**src/rtl/key_press_event.sv**
```systemverilog
// Classifies debounced active-low key presses as short or long and emits single-cycle event pulses.
// Optional feature: define KEY_REPEAT_EN to re-issue key_long every REPEAT_CNT cycles while held.
module key_press_event #(
   parameter logic [25:0] LONG_CNT   = 26'd50_000_000,
   parameter logic [25:0] REPEAT_CNT = 26'd10_000_000
) (
   input  logic sys_clk,
   input  logic sys_rst_n,
   input  logic key_filter,
   output logic key_short,
   output logic key_long,
   output logic key_held
);

`ifdef KEY_REPEAT_EN
   typedef enum logic [1:0] {IDLE, PRESS, HOLD, REPEAT} state_t;
   localparam logic [25:0] REPEAT_LAST = REPEAT_CNT - 26'd1;
`else
   typedef enum logic [1:0] {IDLE, PRESS, HOLD} state_t;
`endif

   localparam logic [25:0] LONG_LAST = LONG_CNT - 26'd1;

   // Both counts must leave room for at least one counting cycle.
   if (LONG_CNT < 26'd2 || REPEAT_CNT < 26'd2) begin : g_param_check
      $error("key_press_event: LONG_CNT and REPEAT_CNT must be >= 2");
   end

   state_t      state;
   state_t      state_nxt;
   logic [25:0] cnt;
   logic [25:0] cnt_nxt;
   logic        key_d0;
   logic        fall;
   logic        rise;
   logic        short_nxt;
   logic        long_nxt;

   assign fall = key_d0 & ~key_filter;
   assign rise = ~key_d0 & key_filter;

   always_ff @(posedge sys_clk or negedge sys_rst_n) begin
      if (!sys_rst_n) begin
         key_d0    <= 1'b1;
         state     <= IDLE;
         cnt       <= '0;
         key_short <= 1'b0;
         key_long  <= 1'b0;
         key_held  <= 1'b0;
      end else begin
         key_d0    <= key_filter;
         state     <= state_nxt;
         cnt       <= cnt_nxt;
         key_short <= short_nxt;
         key_long  <= long_nxt;
         key_held  <= (state_nxt != IDLE);
      end
   end

   // Release is checked before the terminal count so a coincident rise always wins.
   always_comb begin
      state_nxt = state;
      cnt_nxt   = '0;
      short_nxt = 1'b0;
      long_nxt  = 1'b0;
      case (state)
         IDLE: begin
            if (fall) begin
               state_nxt = PRESS;
            end
         end
         PRESS: begin
            if (rise) begin
               short_nxt = 1'b1;
               state_nxt = IDLE;
            end else if (cnt == LONG_LAST) begin
               long_nxt  = 1'b1;
`ifdef KEY_REPEAT_EN
               state_nxt = REPEAT;
`else
               state_nxt = HOLD;
`endif
            end else if (cnt != '1) begin
               cnt_nxt = cnt + 26'd1;
            end else begin
               cnt_nxt = cnt;
            end
         end
         HOLD: begin
            if (rise) begin
               state_nxt = IDLE;
            end
         end
`ifdef KEY_REPEAT_EN
         REPEAT: begin
            if (rise) begin
               state_nxt = IDLE;
            end else if (cnt == REPEAT_LAST) begin
               long_nxt = 1'b1;
            end else if (cnt != '1) begin
               cnt_nxt = cnt + 26'd1;
            end else begin
               cnt_nxt = cnt;
            end
         end
`endif
         default: begin
            state_nxt = IDLE;
         end
      endcase
   end

endmodule

```
**config.mk**
```make
export PLATFORM = sky130hd
export DESIGN_NAME = key_press_event
export DESIGN_NICKNAME = d
export VERILOG_FILES = /design/src/rtl/key_press_event.sv
export SDC_FILE = /design/constraint.sdc
export NUM_CORES = 1
export LEC_CHECK = 0
export ABC_AREA = 1
export ABC_CLOCK_PERIOD_IN_PS = 1700
export CORE_UTILIZATION = 30
export DETAILED_ROUTE_END_ITERATION = 16
export GPL_ROUTABILITY_DRIVEN = 0
export PLACE_DENSITY_LB_ADDON = 0.3
export REMOVE_ABC_BUFFERS = 1
export SLEW_MARGIN = 20
export SYNTH_ARGS = -nofsm -noshare
export SYNTH_HDL_FRONTEND = slang
export SYNTH_SLANG_ARGS = --single-unit
```
**constraint.sdc**
```tcl
create_clock -name sys_clk -period 1.7 [get_ports sys_clk]
set_input_delay 0.34 -clock sys_clk [delete_from_list [all_inputs] [get_ports sys_clk]]
set_output_delay 0.34 -clock sys_clk [all_outputs]
set_load 0.02 [all_outputs]
```
== Yosys cells after proc, flatten, opt, wreduce, memory -nomap -nowiden ==
Cells that the tools add are included.

* Add/sub/neg operators: 1
* Equal/unequal tests: 5
* Muxes and demuxes: 14
* Bitwise logic cells: 4
* Reduce and logical (&&, ||, !) cells: 2

{| class="wikitable"
|+ Operator list
! kind !! count
|-
| two-way mux 26 bit || 4
|-
| adder 26 x 1 -> 26 bit, second input constant || 1
|-
| equality test 26 bit, second input constant || 1
|-
| != test 26 bit, second input constant || 1
|-
| two-way mux 2 bit || 4
|-
| one-hot mux 2 bit (3 select lines) || 1
|-
| two-way mux 1 bit || 5
|-
| != test 4 bit, second input constant || 1
|-
| bitwise AND 1 bit || 2
|-
| equality test 2 x 1 -> 1 bit, second input constant || 1
|-
| equality test 2 bit, second input constant || 1
|-
| logical NOT 2 bit || 1
|-
| inverter 1 bit || 2
|-
| nonzero test 2 bit || 1
|}

* Register bits: 32
* Input bits: 3
* Output and inout port bits: 3
* Word-level logic and storage cells: 32

== Logic depth before layout (Yosys ltp) ==
* Word-level depth: 5
* Gate-level depth with buffers: 11

== Worst setup path before layout ==
OpenSTA, ideal clock, no wires.

* Path type: register to register
* From: reg cnt[0]
* To: reg cnt[15]
* Setup time: 0.117 ns
* Arrival: 1.590 ns
* Data required time: 1.583 ns
* Path slack: -0.007 ns
* Cell stages (with the launch flop): 10
* Buffers on the path: 1
* Clock period less this slack: 1.707 ns
* Cells stage by stage: dfrtp_1 ha_1 inv_2 nor2_4 nand2_4 nor2_8 nand4_4 buf_6 a21oi_2 nor2_1

* Longest elaborated chain between the ends: 5
* Elaborated cells between the ends (all ways): 8
* Classes of those cells: 1 x add/sub; 3 x eq/ne; 4 x mux

{| class="wikitable"
|+ Ends and longest elaborated chain
! element !! RTL line !! RTL
|-
| from (decl) || 31 || <nowiki>logic [25:0] cnt;</nowiki>
|-
| from (signal assigned) || 53 || <nowiki>cnt <= cnt_nxt;</nowiki>
|-
| adder 26 x 1 -> 26 bit || 84 || <nowiki>cnt_nxt = cnt + 26'd1;</nowiki>
|-
| two-way mux 26 bit || 83 || <nowiki>end else if (cnt != '1) begin</nowiki>
|-
| two-way mux 26 bit || 76 || <nowiki>end else if (cnt == LONG_LAST) begin</nowiki>
|-
| two-way mux 26 bit || 73 || <nowiki>if (rise) begin</nowiki>
|-
| two-way mux 26 bit || 66 || <nowiki>case (state)</nowiki>
|}

Several ways; a longest one is shown, not always the timed one. The select of a mux whose other input is x is not followed.
A chain may end at the register's enable or synchronous reset.

== Worst setup path after layout ==
* From: reg cnt[9]
* To: reg cnt[9]

Same word-level chain as after synthesis.

==> run metrics <==
ANT cells=0; Finished Cell Area=between 2000 and 3000 sq um; area grow syn2layout=27.2%; TritonCTS clock tree=built; sequential power share=0.487; fraction of layout cells with a size suffix above 1=0.286; Worst Path Required=1.92 ns; Final Cycle Share=0.956; clk buf depth=2; latest clock arrival within the worst-skew pair=0.29 ns; R2R Path End=cnt[9]; Final setup viols=0; CP arrival=between 1.5 and 2 ns; Tmin final=roughly 1.6 ns; # fillers=approximately 730; synth unique cells=30; core area=approximately 7000 sq um; initial antenna violation count=0; worst rel slew slack=0.723; most frequent CP cell=nand3_4; vias in the first global route=between 1500 and 2000; most common library cell in the layout ignoring fill and taps=nand2_1; CTS root buf=clkbuf_8; Synth Register Bits=32; clk slew on worst S/H paths=0.07 ns; Vias/cell=4.66; Post-Syn Instances=between 300 and 400; Max Fanout on Critical Path=5; Final Util=0.403; first-pass iteration count of the detailed router=4; Max IR drop VDD=0.000213 V; delay-heaviest family, CP=simple AND/OR/NAND/NOR gates; static leakage=between 0.001 and 0.0015 uW; Clock power frac=0.381; most frequent cells in the layout=nand2_1, nor2_1, inv_1, buf_4, nand3_1; I/O Buffers=5; hold crit path type=in2async; Comb power frac=0.132; Critical Path Start Type=flop; average wire per standard cell=approximately 13 um; Starting Density=0.316; DP Wirelength=4.68 mm; final net count=360; Crit-path slowest cell=dfrtp_1; CP bufs+invs=0; final wirelength=~6.1 mm; gr usage total=0.174; sequential fraction of the synthesis area=0.365; Register-to-Register Path Depth=8; Chip Width=just under 90 um; synthesized area=around 2200 sq um; cells along the critical path=nand2_1 -> nor2_2 -> nand2_4 -> nor2_8 -> nand3_4 -> nor2_4 -> nand3_4 -> o21ai_2; die area=around 7700 sq um; fin. max-slew vios=0; critical path class=reg2reg; sequential standard cell area=808 sq um; internal power=around 1200 uW; Via Count=2111; net switching fraction of the power=0.274; drc violations=0; io pins=6; Critical R2R Launch=cnt[9]; CTS Sinks=32; first-pass GRT wire length=approximately 10 mm; Synth warnings=0; area of the multi-input gates=approximately 1300 sq um; 1st-iter DRT viols=160; DP Area=roughly 2600 sq um; fmax=around 0.62 GHz; Fin. Hold Viols=0; Syn Area/Cell=7.11 sq um; antenna-violating nets left=0; Psw=446 uW; Tot Pwr=1630 uW; pwr dens=slightly below 600 nW/um^2; final clock skew=approximately 0.0044 ns; Post-CTS Hold Buffers=0; total CTS buffers=5; register-to-register setup slack=around 0.075 ns; crit end category=flop; CP peak stage delay=about 0.44 ns; die height=87.6 um; largest net degree at the start of global routing=33; slew at the pin closest to its max-slew limit=0.415 ns; status=finished clean; total gr overflow=0; H-tree lvl count=2; FP Rows=30; MaxCap Viol Count=0
-- flip-flops by register name, summed over array words and instances, names as in the netlist --
name	flops
cnt	26
state	2
key_d0	1
key_held	1
key_long	1
key_short	1
-- timing repair --
action / in CTS / in global routing
gates resized for setup: 0 / 16
endpoints found under the setup margin: 0 / 24
buffers inserted: 0 / 2
-- kinds of logic (layout without fill, tap and decap cells) --
group                    Yosys count  count (layout)  share of synthesized area
buffers and inverters             46              93                     0.0877
XOR/XNOR                           2               2                    0.00797
flip-flops                        32              32                      0.365
AND/OR/NAND/NOR                  210             211                      0.473
AO/OA/AOI/OAI                     18              18                     0.0604
adder cells (fa/ha/maj)            1               1                    0.00569
-- worst max-delay path by stage --
stage,end,cells past startpoint,slack (ns),startpoint
global placement,cnt[22],9,-0.03,key_filter
global route,cnt[10],8,-0.01,cnt[9]
finish,cnt[9],8,0.07,cnt[9]
CTS,cnt[14],9,0.06,cnt[0]
floorplan,cnt[0],8,-0.06,cnt[0]
detailed placement,cnt[22],9,-0.04,key_filter
-- stage by stage --
| stage | setup slack (ns) | TNS [ns] | hold WS, ns | instances |
|---|---|---|---|---|
| final | 0.0749 | 0 | 0.410 | 453 |
| after detailed placement | -0.0362 | -0.179 | 0.538 | 442 |
| after global placement | -0.0280 | -0.108 | 0.539 | 442 |
| after floorplan | -0.0645 | -0.402 | 0.0444 | 305 |
| after CTS | 0.0561 | 0 | 0.422 | 450 |
| after global routing | -0.0108 | -0.0463 | 0.420 | 453 |
-- area by class of cell --
class	instances	area share
tap	96	0.0430
timing repair buffer	43	0.130
sequential	32	0.289
inverter	42	0.0564
multi-input combinational	232	0.448
clock inverter	2	0.00358
clock buffer	6	0.0295
-- per-layer routing --
layer | track usage | vias to the layer above | part of all wire
li1 | - | 1087 | -
met5 | 0 | - | 0
met4 | 0.0566 | 0 | 0.015
met1 | 0.247 | 971 | 0.50
met3 | 0.0264 | 7 | 0.052
met2 | 0.273 | 46 | 0.43
-- worst reg2reg max path, delay by kind of cell (launching register included) --
family / cells / cell delay [ns]
flops: 1 / 0.44
compound gates: 1 / 0.09
simple gates: 7 / 1.02
-- cells in the mapped netlist (all sizes together) --
master,instances,area share
nand2,83,0.16
nor2,64,0.14
inv,42,0.072
nand3,34,0.091
dfrtp,31,0.35
nand4,15,0.050
a21oi,7,0.019
nor3,7,0.018
o21ai,7,0.028
or2,6,0.017
buf,4,0.016
o21bai,3,0.010
xor2,2,0.0080
a31oi,1,0.0028
dfstp,1,0.012
ha,1,0.0057
nand3b,1,0.0034
-- power by group through the flow --
stage | clock, uW | sequential, uW | combinational, uW
6_report | 621 | 793 | 214
5_1_grt | 682 | 795 | 236
4_1_cts | 645 | 792 | 212
3_5_place_dp | 0 | 807 | 212
3_3_place_gp | 0 | 805 | 211
2_1_floorplan | 0 | 818 | 84.7
(Power assumes the default switching activity.)
